### src/rtl/moore_toggle_pulse_encoder_if.sv
// Single-wire toggle link bundle between the pulse encoder and its user:
// level request in, pulse line and status out.
interface moore_toggle_pulse_encoder_if #(
  parameter int CNT_W = 8
);
  logic             level_in;
  logic             dout;
  logic             mirror;
  logic             busy;
  logic [CNT_W-1:0] pulse_cnt;

  modport master (
    input  level_in,
    output dout,
    output mirror,
    output busy,
    output pulse_cnt
  );

  modport slave (
    output level_in,
    input  dout,
    input  mirror,
    input  busy,
    input  pulse_cnt
  );
endinterface

### src/rtl/moore_toggle_pulse_encoder.sv
// Toggle-link transmitter: turns a level into single-cycle pulses so a downstream
// toggle decoder follows it, with a guard gap after every pulse and a pulse counter.
module moore_toggle_pulse_encoder #(
  parameter int GAP_CYC = 2,
  parameter int CNT_W   = 8
) (
  input  logic                           clk,
  input  logic                           rst_n,
  moore_toggle_pulse_encoder_if.master   link
);

  localparam int GW = (GAP_CYC > 0) ? $clog2(GAP_CYC + 1) : 1;
  localparam logic [GW-1:0] GAP_LOAD = GW'(GAP_CYC);

  typedef enum logic [1:0] {
    S_INIT  = 2'd0,
    S_TRACK = 2'd1,
    S_PULSE = 2'd2,
    S_GAP   = 2'd3
  } state_t;

  state_t           state_reg, state_next;
  logic             dout_reg;
  logic             mirror_reg, mirror_next;
  logic [CNT_W-1:0] cnt_reg, cnt_next;
  logic [GW-1:0]    gap_reg, gap_next;

  always_ff @(posedge clk or negedge rst_n) begin
    if (!rst_n) begin
      state_reg  <= S_INIT;
      dout_reg   <= 1'b0;
      mirror_reg <= 1'b0;
      cnt_reg    <= '0;
      gap_reg    <= '0;
    end else begin
      state_reg  <= state_next;
      // dout is decoded from the next state so the pulse line comes straight off a flop
      dout_reg   <= (state_next == S_PULSE);
      mirror_reg <= mirror_next;
      cnt_reg    <= cnt_next;
      gap_reg    <= gap_next;
    end
  end

  always_comb begin
    state_next  = state_reg;
    mirror_next = mirror_reg;
    cnt_next    = cnt_reg;
    gap_next    = gap_reg;
    case (state_reg)
      S_INIT: state_next = S_TRACK;
      S_TRACK: begin
        if (link.level_in != mirror_reg) state_next = S_PULSE;
      end
      S_PULSE: begin
        // the decoder flips on the edge that ends the pulse, so the mirror does too
        mirror_next = ~mirror_reg;
        cnt_next    = cnt_reg + 1'b1;
        if (GAP_CYC > 0) begin
          state_next = S_GAP;
          gap_next   = GAP_LOAD;
        end else begin
          state_next = S_TRACK;
        end
      end
      S_GAP: begin
        if (gap_reg <= GW'(1)) begin
          state_next = S_TRACK;
          gap_next   = '0;
        end else begin
          gap_next = gap_reg - 1'b1;
        end
      end
      default: state_next = S_INIT;
    endcase
  end

  assign link.dout      = dout_reg;
  assign link.mirror    = mirror_reg;
  assign link.busy      = (state_reg != S_TRACK);
  assign link.pulse_cnt = cnt_reg;

endmodule

### src/flat_wrapper.sv
// flat-port wrapper written by rule: the top's interface ports become plain ports
module moore_toggle_pulse_encoder_flat 
#(
  parameter int GAP_CYC = 2,
  parameter int CNT_W   = 8
)
  (clk, rst_n, link_level_in, link_dout, link_mirror, link_busy, link_pulse_cnt);
  moore_toggle_pulse_encoder_if #(.CNT_W(CNT_W)) link_i ();
  input  logic clk;
  input  logic rst_n;
  input wire logic [$bits(link_i.level_in)-1:0] link_level_in;
  output wire logic [$bits(link_i.dout)-1:0] link_dout;
  output wire logic [$bits(link_i.mirror)-1:0] link_mirror;
  output wire logic [$bits(link_i.busy)-1:0] link_busy;
  output wire logic [$bits(link_i.pulse_cnt)-1:0] link_pulse_cnt;
  assign link_i.level_in = link_level_in;
  assign link_dout = link_i.dout;
  assign link_mirror = link_i.mirror;
  assign link_busy = link_i.busy;
  assign link_pulse_cnt = link_i.pulse_cnt;
  moore_toggle_pulse_encoder #(.GAP_CYC(GAP_CYC), .CNT_W(CNT_W)) u_core (.clk(clk), .rst_n(rst_n), .link(link_i));
endmodule
### config.mk
export PLATFORM = sky130hd
export DESIGN_NAME = moore_toggle_pulse_encoder_flat
export DESIGN_NICKNAME = d
export VERILOG_FILES = /design/src/rtl/moore_toggle_pulse_encoder_if.sv /design/src/rtl/moore_toggle_pulse_encoder.sv /design/src/flat_wrapper.sv
export SDC_FILE = /design/constraint.sdc
export NUM_CORES = 1
export LEC_CHECK = 0
export ABC_CLOCK_PERIOD_IN_PS = 1080
export CORE_MARGIN = 2
export CORE_UTILIZATION = 41
export CTS_CLUSTER_SIZE = 16
export DETAILED_ROUTE_END_ITERATION = 16
export GPL_ROUTABILITY_DRIVEN = 0
export HOLD_SLACK_MARGIN = 0.03
export PLACE_DENSITY_LB_ADDON = 0.1
export SETUP_SLACK_MARGIN = 0.3
export SKIP_LAST_GASP = 1
export SLEW_MARGIN = 20
export SYNTH_ARGS = -nofsm -noshare
export SYNTH_HDL_FRONTEND = slang
export SYNTH_SLANG_ARGS = --single-unit
### constraint.sdc
create_clock -name clk -period 1.08 [get_ports clk]
set_input_delay 0.216 -clock clk [delete_from_list [all_inputs] [get_ports clk]]
set_output_delay 0.216 -clock clk [all_outputs]
set_load 0.03 [all_outputs]
==> impl_results.md <==
* P&R area growth vs syn at 81.5%
* Initial antenna violation count at 0
* Clk Latency, worst-skew pair at 0.27 ns
* R2R Setup Slk at -0.09 ns
* Share of cells above drive strength 1 at 0.670
* Yosys warnings at 0
* Synth Net Count at 51
* Area leader, netlist: dfrtp_1
* Mapped Cells at 47
* Pint at 1810 uW
* Clk pwr share at 0.132
* Filler cell count at 73
* Crit path buffers/inverters at 3
* # H-tree levels at 1
* # hold bufs at CTS at 0
* Combinational power share at 0.559
* Yosys top cell area share at 0.615
* CTS tree: yes
* Final-report max-slew violation count at 0
* WS Path Type: reg2out
* Die area at 0.00170 mm2
* Vias at 473
* Post-route minimum period at 1.23 ns
* Critical path's largest stage delay at 0.40 ns
* Max Cap Violations at 0
* DP Worst Slack at -0.125 ns
* IO Pins at 14
* Core area at 0.00130 mm2
* Flop pwr share at 0.309
* Top delay family on crit path: flip-flops
* Core Rows at 13
* Drt drc at 0
* Max-slew headroom at 0.881
* Routed WL per cell at 13.0 um
* R2R cell count at 4
* Post-layout nets at 93
* Final Hold Fails at 0
* CP Cell Sequence: buf_6, inv_4, nand2_2, buf_6
* Vias in the first global route at 435
* F_max at 816 MHz
* 1st-iter DRT viols at 1
* CP arrival at 1.01 ns
* First-pass GRT wire length at 1.86 mm
* PwrDens at 2770 mW/mm2
* Register clock-pin slew on the reported worst setup and hold paths at 0.09 ns
* Clock sinks at 14
* Mapped Area at 569 um2
* Slowest library cell on the worst path: dfrtp_1
* CP max FO at 2
* HP Class: in2async
* Measured slew at the worst slew-check pin at 0.177 ns
* N_diodes at 0
* Required time of the worst setup path at 0.86 ns
* Failing checks: negative setup slack
* Most frequent cells in the layout: buf_6, buf_4, dfrtp_2, dfrtp_1, xor2_1
* I/O Buffers at 13
* Number of setup violations in the final report at 15
* RSZ-0062 raised after global routing: yes
* Switch share at 0.368
* Final period util at 1.13
* Worst r2r src: u_core.state_reg[0]$_DFF_PN0_
* Final Worst Setup Slack at -0.146 ns
* Max reg flops at 8
* Vias/cell at 4.59
* Antenna viol nets, final at 0
* Register area share after synthesis at 0.615
* Clock Tree Buf Depth at 2
* Max VDD drop at 2100 uV
* Worst Skew at 0.00793 ns
* Die W at 41.3 um
* Synth Register Bits at 14
* Drt first pass iters at 2
* Dominant cells by area after synthesis: dfrtp_1, xor2_1, xnor2_1, nand3_1, o21ai_1
* Critical register-to-register path endpoint: u_core.link.pulse_cnt[1]$_DFFE_PN0P_
* Mean Syn Cell Area at 12.1 um2
* Congestion Overflow GR at 0
* Status: finished, violations left
* CTS buffer count at 3
* Root Driver: clkbuf_4
* WHS at 0.235 ns
* Crit. End Element: output port
* CP most frequent cell: buf_6
* Leakage at 0.000498 uW
* Synth unique cells at 17
* Pin count of the biggest net entering global routing at 15
* CP Launch Type: flip-flop
* GR Util All Layers at 0.181
* Initial Util at 0.438
* Die Y at 41.3 um
* Routed WL at 1.34 mm
* Net switching power figure at 1050 uW
-- stage by stage --
| stage | instances | area [um2] | util | TNS, ns | power [uW] |
|---|---|---|---|---|---|
| 2_1_floorplan | 47 | 601 | - | -0.0237 | 1450 |
| 3_3_place_gp | 79 | 754 | 0.580 | -0.125 | 1800 |
| 3_5_place_dp | 79 | 754 | 0.580 | -0.233 | 1820 |
| 4_1_cts | 99 | 975 | 0.749 | -0.834 | 2640 |
| 5_1_grt | 103 | 1030 | 0.794 | -1.87 | 3030 |
| 6_report | 103 | 1030 | 0.794 | -0.928 | 2860 |
-- Yosys cell counts (all sizes together) --
cell type and instances:
and3 1, buf 1, dfrtp 14, ha 1, inv 2, mux2 1, mux2i 1, nand2 3
nand3 3, nand4 2, nand4b 1, nor2 2, nor2b 2, nor3 1, o21ai 3, xnor2 3
xor2 6
-- worst max-delay path by stage --
stage          cells after the start                                  from                                    to  slack (ns)
2_1_floorplan                      2  u_core.link.pulse_cnt[1]$_DFFE_PN0P_  u_core.link.pulse_cnt[1]$_DFFE_PN0P_       -0.02
3_3_place_gp                       5                         link_level_in         u_core.state_reg[1]$_DFF_PN0_       -0.07
3_5_place_dp                       5                         link_level_in         u_core.state_reg[1]$_DFF_PN0_       -0.13
4_1_cts                            4         u_core.state_reg[1]$_DFF_PN0_                             link_busy       -0.14
5_1_grt                            4         u_core.state_reg[1]$_DFF_PN0_                             link_busy       -0.19
6_report                           4         u_core.state_reg[1]$_DFF_PN0_                             link_busy       -0.15
-- worst register-to-register path: cells and delay by family (launching register included) --
| family | cells | cell delay (ns) |
|---|---|---|
| DFF | 1 | 0.38 |
| muxes | 1 | 0.30 |
| buffers and inverters | 2 | 0.28 |
| and+or+nand+nor | 1 | 0.12 |
-- cells by family after synthesis --
kind of cell             synth area share
multiplexers                       0.0374
adder cells (fa/ha/maj)            0.0220
AO/OA/AOI/OAI                      0.0264
XOR/XNOR                            0.138
AND/OR/NAND/NOR                     0.138
buffers and inverters              0.0220
flip-flops                          0.615
-- power groups by stage --
stage	clock network, uW	logic [uW]	registers, uW
3_3_place_gp	0	909	889
4_1_cts	386	1380	876
6_report	376	1600	883
5_1_grt	414	1710	907
3_5_place_dp	0	928	894
2_1_floorplan	0	358	1090
-- routing by layer --
metal	vias up	part of all wire	global-route usage
met5	-	0	0
met4	0	0.0082	0.121
met3	2	0.028	0.0326
met2	8	0.52	0.281
met1	224	0.44	0.226
li1	239	-	-
-- layout make-up --
cell class                 instances  area [um2]  share of cell area
sequential                        14         360               0.349
inverter                           2        10.0             0.00969
timing repair buffer              38         358               0.346
tap                               15        18.8              0.0182
multi-input combinational         30         250               0.242
clock buffer                       4        36.3              0.0351
-- repair_timing --
item / 4_1_cts / 5_1_grt
endpoints found under the setup margin: 25 / 25
pin swaps: 6 / 3
gates resized for setup: 18 / 7
setup buffers: 16 / 4
No activity file was read; power rests on OpenSTA's default activity.
